`src/rtl/cs_controller_pkg.sv`:
```
// rtl/cs_controller_pkg.sv - shared constants, encodings and helpers for the clock-system controller
package cs_controller_pkg;

  localparam logic [15:0] CS_BASE_ADDR = 16'h0160;
  localparam logic [15:0] OFS_CTL0     = 16'h0000;
  localparam logic [15:0] OFS_CTL2     = 16'h0004;
  localparam logic [15:0] OFS_CTL3     = 16'h0006;
  localparam logic [15:0] OFS_CTL4     = 16'h0008;

  localparam logic [7:0] CS_PW    = 8'hA5;
  localparam logic [7:0] CS_PW_RD = 8'h96;

  localparam logic [2:0] SEL_LF  = 3'd0;
  localparam logic [2:0] SEL_DCO = 3'd3;

  localparam int DIV_W   = 3;
  localparam int MAX_DIV = 5;

  typedef enum logic {LOCKED = 1'b0, UNLOCKED = 1'b1} lock_state_e;
  typedef enum logic {CH_RUN = 1'b0, CH_PEND = 1'b1} ch_state_e;

  // Only SEL_LF picks the LF source; every other code runs from the DCO.
  function automatic logic is_lf(input logic [2:0] sel);
    return sel == SEL_LF;
  endfunction

  // Ticks per half-period minus one; DIV 6 and 7 saturate at MAX_DIV.
  function automatic logic [5:0] div_reload(input logic [DIV_W-1:0] div);
    logic [DIV_W-1:0] d;
    d = (div > DIV_W'(MAX_DIV)) ? DIV_W'(MAX_DIV) : div;
    return 6'((6'd1 << d) - 6'd1);
  endfunction

endpackage

```
`src/rtl/cs_controller_clk_channel.sv`:
```
// rtl/cs_controller_clk_channel.sv - one clock channel: tick mux, divider counter, toggle flop, RUN/PEND switch FSM
module cs_clk_channel
  import cs_controller_pkg::*;
#(
  parameter logic [2:0] RST_SEL = SEL_DCO
) (
  input  logic             clk,
  input  logic             reset,
  input  logic             dco_tick,
  input  logic             lf_tick,
  input  logic             load,
  input  logic [2:0]       new_sel,
  input  logic [DIV_W-1:0] new_div,
  input  logic             off,
  output logic             clk_out,
  output logic             pending,
  output logic [2:0]       pend_sel,
  output logic [DIV_W-1:0] pend_div
);

  ch_state_e        state, state_nx;
  logic [2:0]       cur_sel;
  logic [DIV_W-1:0] cur_div;
  logic [5:0]       cnt, reload_nx;
  logic             clk_q, held_q;
  logic             tick, fall, commit, src_chg;

  // Tick mux, commit detection and next switch state
  always_comb begin
    tick      = is_lf(cur_sel) ? lf_tick : dco_tick;
    fall      = tick && (cnt == 6'd0) && clk_q && !held_q;
    commit    = (state == CH_PEND) && (fall || (tick && held_q));
    src_chg   = is_lf(cur_sel) != is_lf(pend_sel);
    // A source change gets one extra tick so the first partial tick never shortens the phase
    reload_nx = commit ? 6'(div_reload(pend_div) + {5'd0, src_chg}) : div_reload(cur_div);
    state_nx  = state;
    if (load && ((new_sel != pend_sel) || (new_div != pend_div)))
      state_nx = CH_PEND;
    else if (commit)
      state_nx = CH_RUN;
  end

  // Switch FSM state register
  always_ff @(posedge clk) begin
    if (reset) state <= CH_RUN;
    else       state <= state_nx;
  end

  // Config latches, divider counter and output toggle
  always_ff @(posedge clk) begin
    if (reset) begin
      pend_sel <= RST_SEL;
      pend_div <= '0;
      cur_sel  <= RST_SEL;
      cur_div  <= '0;
      cnt      <= 6'd0;
      clk_q    <= 1'b0;
      held_q   <= 1'b0;
    end else begin
      if (load) begin
        pend_sel <= new_sel;
        pend_div <= new_div;
      end
      if (commit) begin
        cur_sel <= pend_sel;
        cur_div <= pend_div;
      end
      if (tick) begin
        if (held_q) begin
          if (!off) begin
            held_q <= 1'b0;
            cnt    <= reload_nx;
          end
        end else if (cnt == 6'd0) begin
          clk_q  <= ~clk_q;
          held_q <= clk_q & off;
          cnt    <= reload_nx;
        end else begin
          cnt <= 6'(cnt - 6'd1);
        end
      end
    end
  end

  assign clk_out = clk_q;
  assign pending = (state == CH_PEND);

endmodule

```
`src/rtl/cs_controller.sv`:
```
// rtl/cs_controller.sv - CS register file, password lock and three clock channels; optional CS_SMCLK_OFF_EN adds CSCTL4.SMCLKOFF
module cs_controller
  import cs_controller_pkg::*;
#(
  parameter logic [15:0] BASE_ADDR = CS_BASE_ADDR
) (
  input  logic        sysOsc,
  input  logic        reset,
  input  logic        dco_tick,
  input  logic        lf_tick,
  input  logic [15:0] addr,
  input  logic [15:0] wdata,
  input  logic        we,
  input  logic        re,
  output logic [15:0] rdata,
  output logic        MCLK,
  output logic        SMCLK,
  output logic        ACLK,
  output logic        pw_violation
);

  localparam logic [15:0] A_CTL0 = BASE_ADDR + OFS_CTL0;
  localparam logic [15:0] A_CTL2 = BASE_ADDR + OFS_CTL2;
  localparam logic [15:0] A_CTL3 = BASE_ADDR + OFS_CTL3;
  localparam logic [15:0] A_CTL4 = BASE_ADDR + OFS_CTL4;

  lock_state_e      lock_q, lock_nx;
  logic             viol_nx;
  logic             hit0, hit2, hit3, hit4, wr_ok, ld2, ld3;
  logic             smclk_off;
  logic [2:0]       psel [3];
  logic [DIV_W-1:0] pdiv [3];
  logic [2:0]       pend, clk_o;
  logic [15:0]      rd_mux;
  logic             unused_bits;

  assign hit0  = addr[15:1] == A_CTL0[15:1];
  assign hit2  = addr[15:1] == A_CTL2[15:1];
  assign hit3  = addr[15:1] == A_CTL3[15:1];
  assign hit4  = addr[15:1] == A_CTL4[15:1];
  assign wr_ok = we && (lock_q == UNLOCKED);
  assign ld2   = wr_ok && hit2;
  assign ld3   = wr_ok && hit3;
  assign unused_bits = ^{addr[0], wdata[7], wdata[3]};

  // Lock next-state and violation detection
  always_comb begin
    lock_nx = lock_q;
    viol_nx = 1'b0;
    if (we) begin
      if (hit0) begin
        if (wdata[15:8] == CS_PW) begin
          lock_nx = UNLOCKED;
        end else begin
          lock_nx = LOCKED;
          viol_nx = 1'b1;
        end
      end else if ((hit2 || hit3 || hit4) && (lock_q == LOCKED)) begin
        viol_nx = 1'b1;
      end
    end
  end

  // Lock state register and registered violation pulse
  always_ff @(posedge sysOsc) begin
    if (reset) begin
      lock_q       <= LOCKED;
      pw_violation <= 1'b0;
    end else begin
      lock_q       <= lock_nx;
      pw_violation <= viol_nx;
    end
  end

`ifdef CS_SMCLK_OFF_EN
  // SMCLKOFF control bit, lock protected
  always_ff @(posedge sysOsc) begin
    if (reset)              smclk_off <= 1'b0;
    else if (wr_ok && hit4) smclk_off <= wdata[1];
  end
`else
  assign smclk_off = 1'b0;
`endif

  // Channel 0 = MCLK, 1 = SMCLK, 2 = ACLK; field i sits at bits [4i+2:4i]
  for (genvar i = 0; i < 3; i++) begin : g_ch
    cs_clk_channel #(
      .RST_SEL((i == 2) ? SEL_LF : SEL_DCO)
    ) u_ch (
      .clk      (sysOsc),
      .reset    (reset),
      .dco_tick (dco_tick),
      .lf_tick  (lf_tick),
      .load     (ld2 | ld3),
      .new_sel  (ld2 ? wdata[4*i +: 3] : psel[i]),
      .new_div  (ld3 ? wdata[4*i +: 3] : pdiv[i]),
      .off      ((i == 1) ? smclk_off : 1'b0),
      .clk_out  (clk_o[i]),
      .pending  (pend[i]),
      .pend_sel (psel[i]),
      .pend_div (pdiv[i])
    );
  end

  assign MCLK  = clk_o[0];
  assign SMCLK = clk_o[1];
  assign ACLK  = clk_o[2];

  // Readback mux; unmapped addresses read zero
  always_comb begin
    rd_mux = 16'h0000;
    if (hit0)      rd_mux = {CS_PW_RD, 8'h00};
    else if (hit2) rd_mux = {|pend, 4'b0, psel[2], 1'b0, psel[1], 1'b0, psel[0]};
    else if (hit3) rd_mux = {5'b0, pdiv[2], 1'b0, pdiv[1], 1'b0, pdiv[0]};
    else if (hit4) rd_mux = {14'b0, smclk_off, 1'b0};
  end

  // Registered read data
  always_ff @(posedge sysOsc) begin
    if (reset)   rdata <= 16'h0000;
    else if (re) rdata <= rd_mux;
  end

endmodule

```
`config.mk`:
```
export PLATFORM = sky130hd
export DESIGN_NAME = cs_controller
export DESIGN_NICKNAME = d
export VERILOG_FILES = /design/src/rtl/cs_controller_pkg.sv /design/src/rtl/cs_controller_clk_channel.sv /design/src/rtl/cs_controller.sv
export SDC_FILE = /design/constraint.sdc
export NUM_CORES = 1
export LEC_CHECK = 0
export ABC_AREA = 1
export CAP_MARGIN = 20
export CORE_MARGIN = 8
export CORE_UTILIZATION = 56
export DETAILED_ROUTE_END_ITERATION = 6
export PLACE_DENSITY = 0.83
export RECOVER_POWER = 100
export SLEW_MARGIN = 20
export SYNTH_ARGS = -nofsm -noshare
export SYNTH_HDL_FRONTEND = slang
export SYNTH_SLANG_ARGS = --single-unit
```
`constraint.sdc`:
```
create_clock -name sysOsc -period 2.1 [get_ports sysOsc]
set_clock_uncertainty 0.05 [all_clocks]
set_input_delay 0.21 -clock sysOsc [delete_from_list [all_inputs] [get_ports sysOsc]]
set_output_delay 0.21 -clock sysOsc [all_outputs]
set_load 0.05 [all_outputs]
```
======== Word level (Yosys, flattened, before mapping) ========
Cells that the tools add are included.
storage, ports and cells
  flip-flop bits (word level) ............. 78
  input port bits ......................... 38
  output and inout port bits .............. 20
  logic and storage cells ................. 141
cells by class
  add/sub/neg operators ................... 12
  magnitude comparators ................... 6
  equality and inequality tests ........... 14
  shift operators ......................... 6
  mux-type cells .......................... 34
  bitwise logic cells ..................... 6
  reduce and logical (&&, ||, !) cells .... 39
operator list
  cell                                                   number
  == test 15 x 8 -> 1 bit (second input constant)        4
  subtractor 6 x 1 -> 6 bit (second input constant)      9
  2-to-1 mux 3 bit                                       12
  2-to-1 mux 6 bit                                       6
  << shifter 1 x 3 -> 6 bit (first input constant)       6
  2-to-1 mux 16 bit                                      2
  adder 6 x 1 -> 6 bit                                   3
  greater-than comparator 3 bit (second input constant)  6
  zero test 3 bit                                        6
  zero test 6 bit                                        3
  != test 3 bit                                          6
  logical AND 1 bit                                      16
  2-to-1 mux 1 bit                                       13
  2-to-1 mux 11 bit                                      1
  == test 8 bit (second input constant)                  1
  AND reduction 2 bit                                    4
  nonzero test 2 bit                                     3
  logical OR 1 bit                                       5
  NOT 1 bit                                              5
  != test 1 bit                                          3
  OR reduction 3 bit                                     1
  OR reduction 2 bit                                     1
  OR 1 bit                                               1

======== Longest topological paths before layout ========
  depth in word-level cells ............... 7
  mapped depth ............................ 14
  mapped depth without buffers ............ 14

======== Cells and area by module ========
A second synthesis with hierarchy kept.
unflattened totals
  cell total of the unflattened synthesis .. 759
  area, all modules ....................... 5151.2 sq um
by module, submodules not included
  module                              times used  cells each  area each (sq um)  seq. area each (sq um)
  cs_clk_channel at g_ch[0].u_ch ...  2           191         1335.0             420.4
  cs_clk_channel at g_ch[2].u_ch      1           186         1306.3             420.4
  cs_controller                       1           191         1174.9             260.2

======== Worst setup path after synthesis ========
No wires, ideal clock.
  path kind ............................... register to register
  start ................................... register g_ch[0].u_ch.cnt[0]
  end ..................................... register g_ch[0].u_ch.cnt[2]
  library setup time ...................... 0.109 ns
  arrival ................................. 1.531 ns
  data required time ...................... 1.941 ns
  path slack .............................. 0.411 ns
  stages on the path, launching flop included .. 15
  path buffers ............................ 1
  period minus slack after synthesis ...... 1.689 ns
  cells stage by stage .................... dfxtp_1 inv_1 ha_1 nand2_2 nor2_4 nand2_4 nor2_4 nand2_4 nor2_8 buf_8 o21ai_1 nand2_1 nand3_1 nand2_1 inv_1
between the ends
  word-level cells in the longest chain between the ends .. 6
  elaborated cells between the ends (all ways) .. 7
  those cells by class .................... 1 x add/sub; 2 x mux; 4 x reduce/logical
RTL lines
  item                                                                               line                             RTL
  from (decl)                                                                        cs_controller_clk_channel.sv:24  logic [5:0] cnt, reload_nx;
  from (signal assigned)                                                             cs_controller_clk_channel.sv:72  cnt <= reload_nx;
  from (signal assigned)                                                             cs_controller_clk_channel.sv:77  cnt <= reload_nx;
  from (signal assigned)                                                             cs_controller_clk_channel.sv:79  cnt <= 6'(cnt - 6'd1);
  parallel branches: the longest is 5 deep, another holds subtractor 6 x 1 -> 6 bit  --
  2-to-1 mux 6 bit *                                                                 cs_controller_clk_channel.sv:74  end else if (cnt == 6'd0) begin
Every way passes the cells marked *.
A chain may end at the register's enable or synchronous reset.

======== Final worst setup path ========
  start ................................... register g_ch[0].u_ch.clk_q
  end ..................................... output port MCLK
RTL lines
  item                    line                             RTL
  from (decl)             cs_controller_clk_channel.sv:25  logic clk_q, held_q;
  from (signal assigned)  cs_controller_clk_channel.sv:75  clk_q <= ~clk_q;
  to (decl)               cs_controller.sv:16              output logic MCLK,
No word-level cell between the ends.

==> impl_metrics.yaml <==
clocking:
  cts_buffers: 9
  clk_latency_ns: 0.36
  cts_tree: "yes"
  cts_hold_buf: 0
  path_clk_slew_ns: 0.08
  cts-htree-levels: 3
  cts_sinks: 73
  root_buffer: "clkbuf_8"
  cts_buffer_depth: 2
setup_path:
  required_ns: 1.84
  crit_fanout: 4
  crit_chain: "dlygate4sd3_1"
  arrival_ns: 1.68
  worstSetupStartpointType: "flop"
  worstSetupPathType: "flop to output port"
  cpPeakStageDelay_ns: 0.90
  cp_num_buf_inv: 1
  setup.worst_path.end_class: "output port"
  slowest_stage: "dlygate4sd3_1"
  path_delay_family: "buffers and inverters"
power_and_ir_drop:
  p_per_area_mw_per_mm2: 644
  p_sw_uw: 987
  swShare: 0.290
  clkPwrFrac: 0.377
  sequentialPowerShare: 0.439
  p_int_uw: 2410
  peakVddDrop_v: 0.000291
  power_frac_comb: 0.184
  p_leak_uw: 0.00236
place:
  gp_congestion: 0.881
  placed_cell_area_sq_mm: 0.00508
  place_inst: 809
  dp_hpwl_microns: 8770
  port_buffers: 49
route:
  first_pass_iters: 5
  ant_nets: 0
  first_iter_violations: 273
  num_vias: 4582
  viasPerCell: 5.55
  wl_per_cell_microns: 14.0
  drc: 0
  totalWireLength_microns: 11600
final_layout:
  area_growth_syn_to_layout_pct: 20.1
  fin_area_sq_mm: 0.00528
  fillCellCount: 678
  final_cells: 825
  utilization: 0.687
  final_nets: 765
  diodes: 0
  drive_gt1_frac: 0.101
timing:
  finalHoldViolCount: 0
  fin_crit_ns: 1.94
  fin_crit_sh: 0.922
  drv_slew: 0
  relSlewSlack: 0.655
  setup_violations: 0
  rsz0062_at_grt: "no"
  worst_slew_pin_slew_ns: 0.516
  fmax_ghz: 0.517
synthesis:
  synth_compound_area_frac: 0.202
  yosysWarnings: 0
  synth_flop_cell: "dfxtp_1"
  synth-simple-area-share: 0.316
  synth-xor-area-share: 0.0159
  synthAdderAreaFrac: 0.0256
  synth_top_family_by_area: "simple AND/OR/NAND/NOR gates"
  synth_common_cells: "nand2_1 (119), inv_1 (86), dfxtp_1 (73), nor2_1 (67)"
  synth_top_area_frac: 0.332
  yosysTopAreaCell: "dfxtp_1"
  ys_seq_area_frac: 0.332
  synthMuxAreaShare: 0
  ys_seq_elements: 73
  yosysMostFrequentCell: "nand2_1"
  syn_avg_cell_area_sq_um: 6.75
  synth_area_sq_mm: 0.00440
  synth_edf_count: 0
  synth.area.top_cells: "dfxtp_1 (33%), nand2_1 (10%), inv_1 (7.3%)"
  netlist_instances: 652
  async_flop_share: 0
  yosysUniqueCellTypes: 47
floorplanning:
  fp.dieH_microns: 105
  coreArea_sq_mm: 0.00769
  die_area_sq_mm: 0.0110
  io_pins: 58
  rows: 32
  die_x_microns: 105
  initial_utilization: 0.572
global_routing:
  grt_use_met3: 0.0528
  grt_pass1_wl_microns: 19900
  grt-busiest-layer: "met2"
  grt_max_degree: 40
  grtUsageMet2: 0.363
  use_met1: 0.259
  antenna_found_initial: 0
  gr-usage-all-layers: 0.214
  grt_overflow_total: 0
  grt_pass1_vias: 4432
min_path:
  hp-class: "flop to flop"
run_status:
  status: "finished, final reports clean"
job:
  max-cap-violations: 0
routing by layer:
| layer | share of wire | vias up |
|---|---|---|
| li1 | - | 2304 |
| met1 | 0.43 | 2054 |
| met2 | 0.47 | 195 |
| met3 | 0.081 | 29 |
| met4 | 0.020 | 0 |
| met5 | 0 | - |
sequential cells by signal, indices dropped and copies added, names as in the netlist:
| name | count |
|---|---|
| lock_q | 1 |
| g_ch.u_ch.cnt | 18 |
| g_ch.u_ch.pend_div | 9 |
| g_ch.u_ch.cur_sel | 9 |
| rdata | 11 |
| pw_violation | 1 |
| g_ch.u_ch.clk_out | 3 |
| g_ch.u_ch.pending | 3 |
| g_ch.u_ch.pend_sel | 9 |
| g_ch.u_ch.cur_div | 9 |
path summary, 6_finish.rpt:
kind | from | end | slack (ns) | cells past startpoint
worst max-delay path | g_ch[0].u_ch.clk_out | MCLK | 0.16 | 1
worst max register to register | g_ch[0].u_ch.cnt[0] | g_ch[0].u_ch.cnt[3] | 0.19 | 13
worst min-delay path | g_ch[1].u_ch.cur_sel[2] | g_ch[1].u_ch.cur_sel[2] | 0.41 | 2
worst min register to register | g_ch[1].u_ch.cur_sel[2] | g_ch[1].u_ch.cur_sel[2] | 0.41 | 2
repair_timing:
| action | 4_1_cts | 5_1_grt |
|---|---|---|
| endpoints found under the setup margin | 0 | 2 |
| gates resized for setup | 0 | 1 |
| setup buffers | 0 | 0 |
cell families after synthesis:
group,Yosys count
other cells,1
fa+ha+maj,9
compound gates,150
buf+inv,114
flops,73
simple gates,297
xor+xnor,8
cell usage in the layout (no fill, tap or decap), types with 3 or more instances in the layout:
cell type / instances
ha_1: 9
a31oi_1: 9
nor2_1: 67
dlygate4sd3_1: 16
xor2_1: 4
nand4_1: 10
clkbuf_8: 11
o211ai_1: 10
clkdlybuf4s50_1: 33
o221a_2: 3
dfxtp_1: 73
o21ai_0: 58
a211oi_1: 15
o21ai_2: 3
nand3_1: 55
xnor2_1: 4
inv_1: 87
nand2_2: 4
conb_1: 5
inv_2: 4
nand2_1: 119
nor2_4: 4
a21oi_1: 39
buf_4: 15
or2_2: 10
nor2_2: 4
clkbuf_1: 7
nor3_1: 13
area by class of cell:
type,instances,area (sq um),area share
Multi-Input combinational cell,469,2480,0.470
Sequential cell,73,1460,0.277
Timing Repair Buffer,72,634,0.120
Inverter,93,349,0.0661
Clock buffer,11,151,0.0287
Tap cell,102,128,0.0242
Clock inverter,5,77.6,0.0147
per-stage QoR:
step	setup TNS [ns]	setup slack [ns]	total power, uW	hold slack, ns
after floorplan	0	0.411	1950	0.299
after global placement	0	0.0375	2120	0.394
after detailed placement	-0.133	-0.0529	2160	0.401
after CTS	0	0.158	3420	0.412
after global routing	0	0.0139	3560	0.440
final	0	0.164	3400	0.414
power groups by stage:
stage	clock, uW	sequential (uW)	combinational, uW
after floorplan	0	1550	400
after detailed placement	0	1530	630
final	1280	1490	625
after global routing	1360	1500	698
after global placement	0	1520	604
after CTS	1290	1490	633
(Power assumes the default switching activity.)
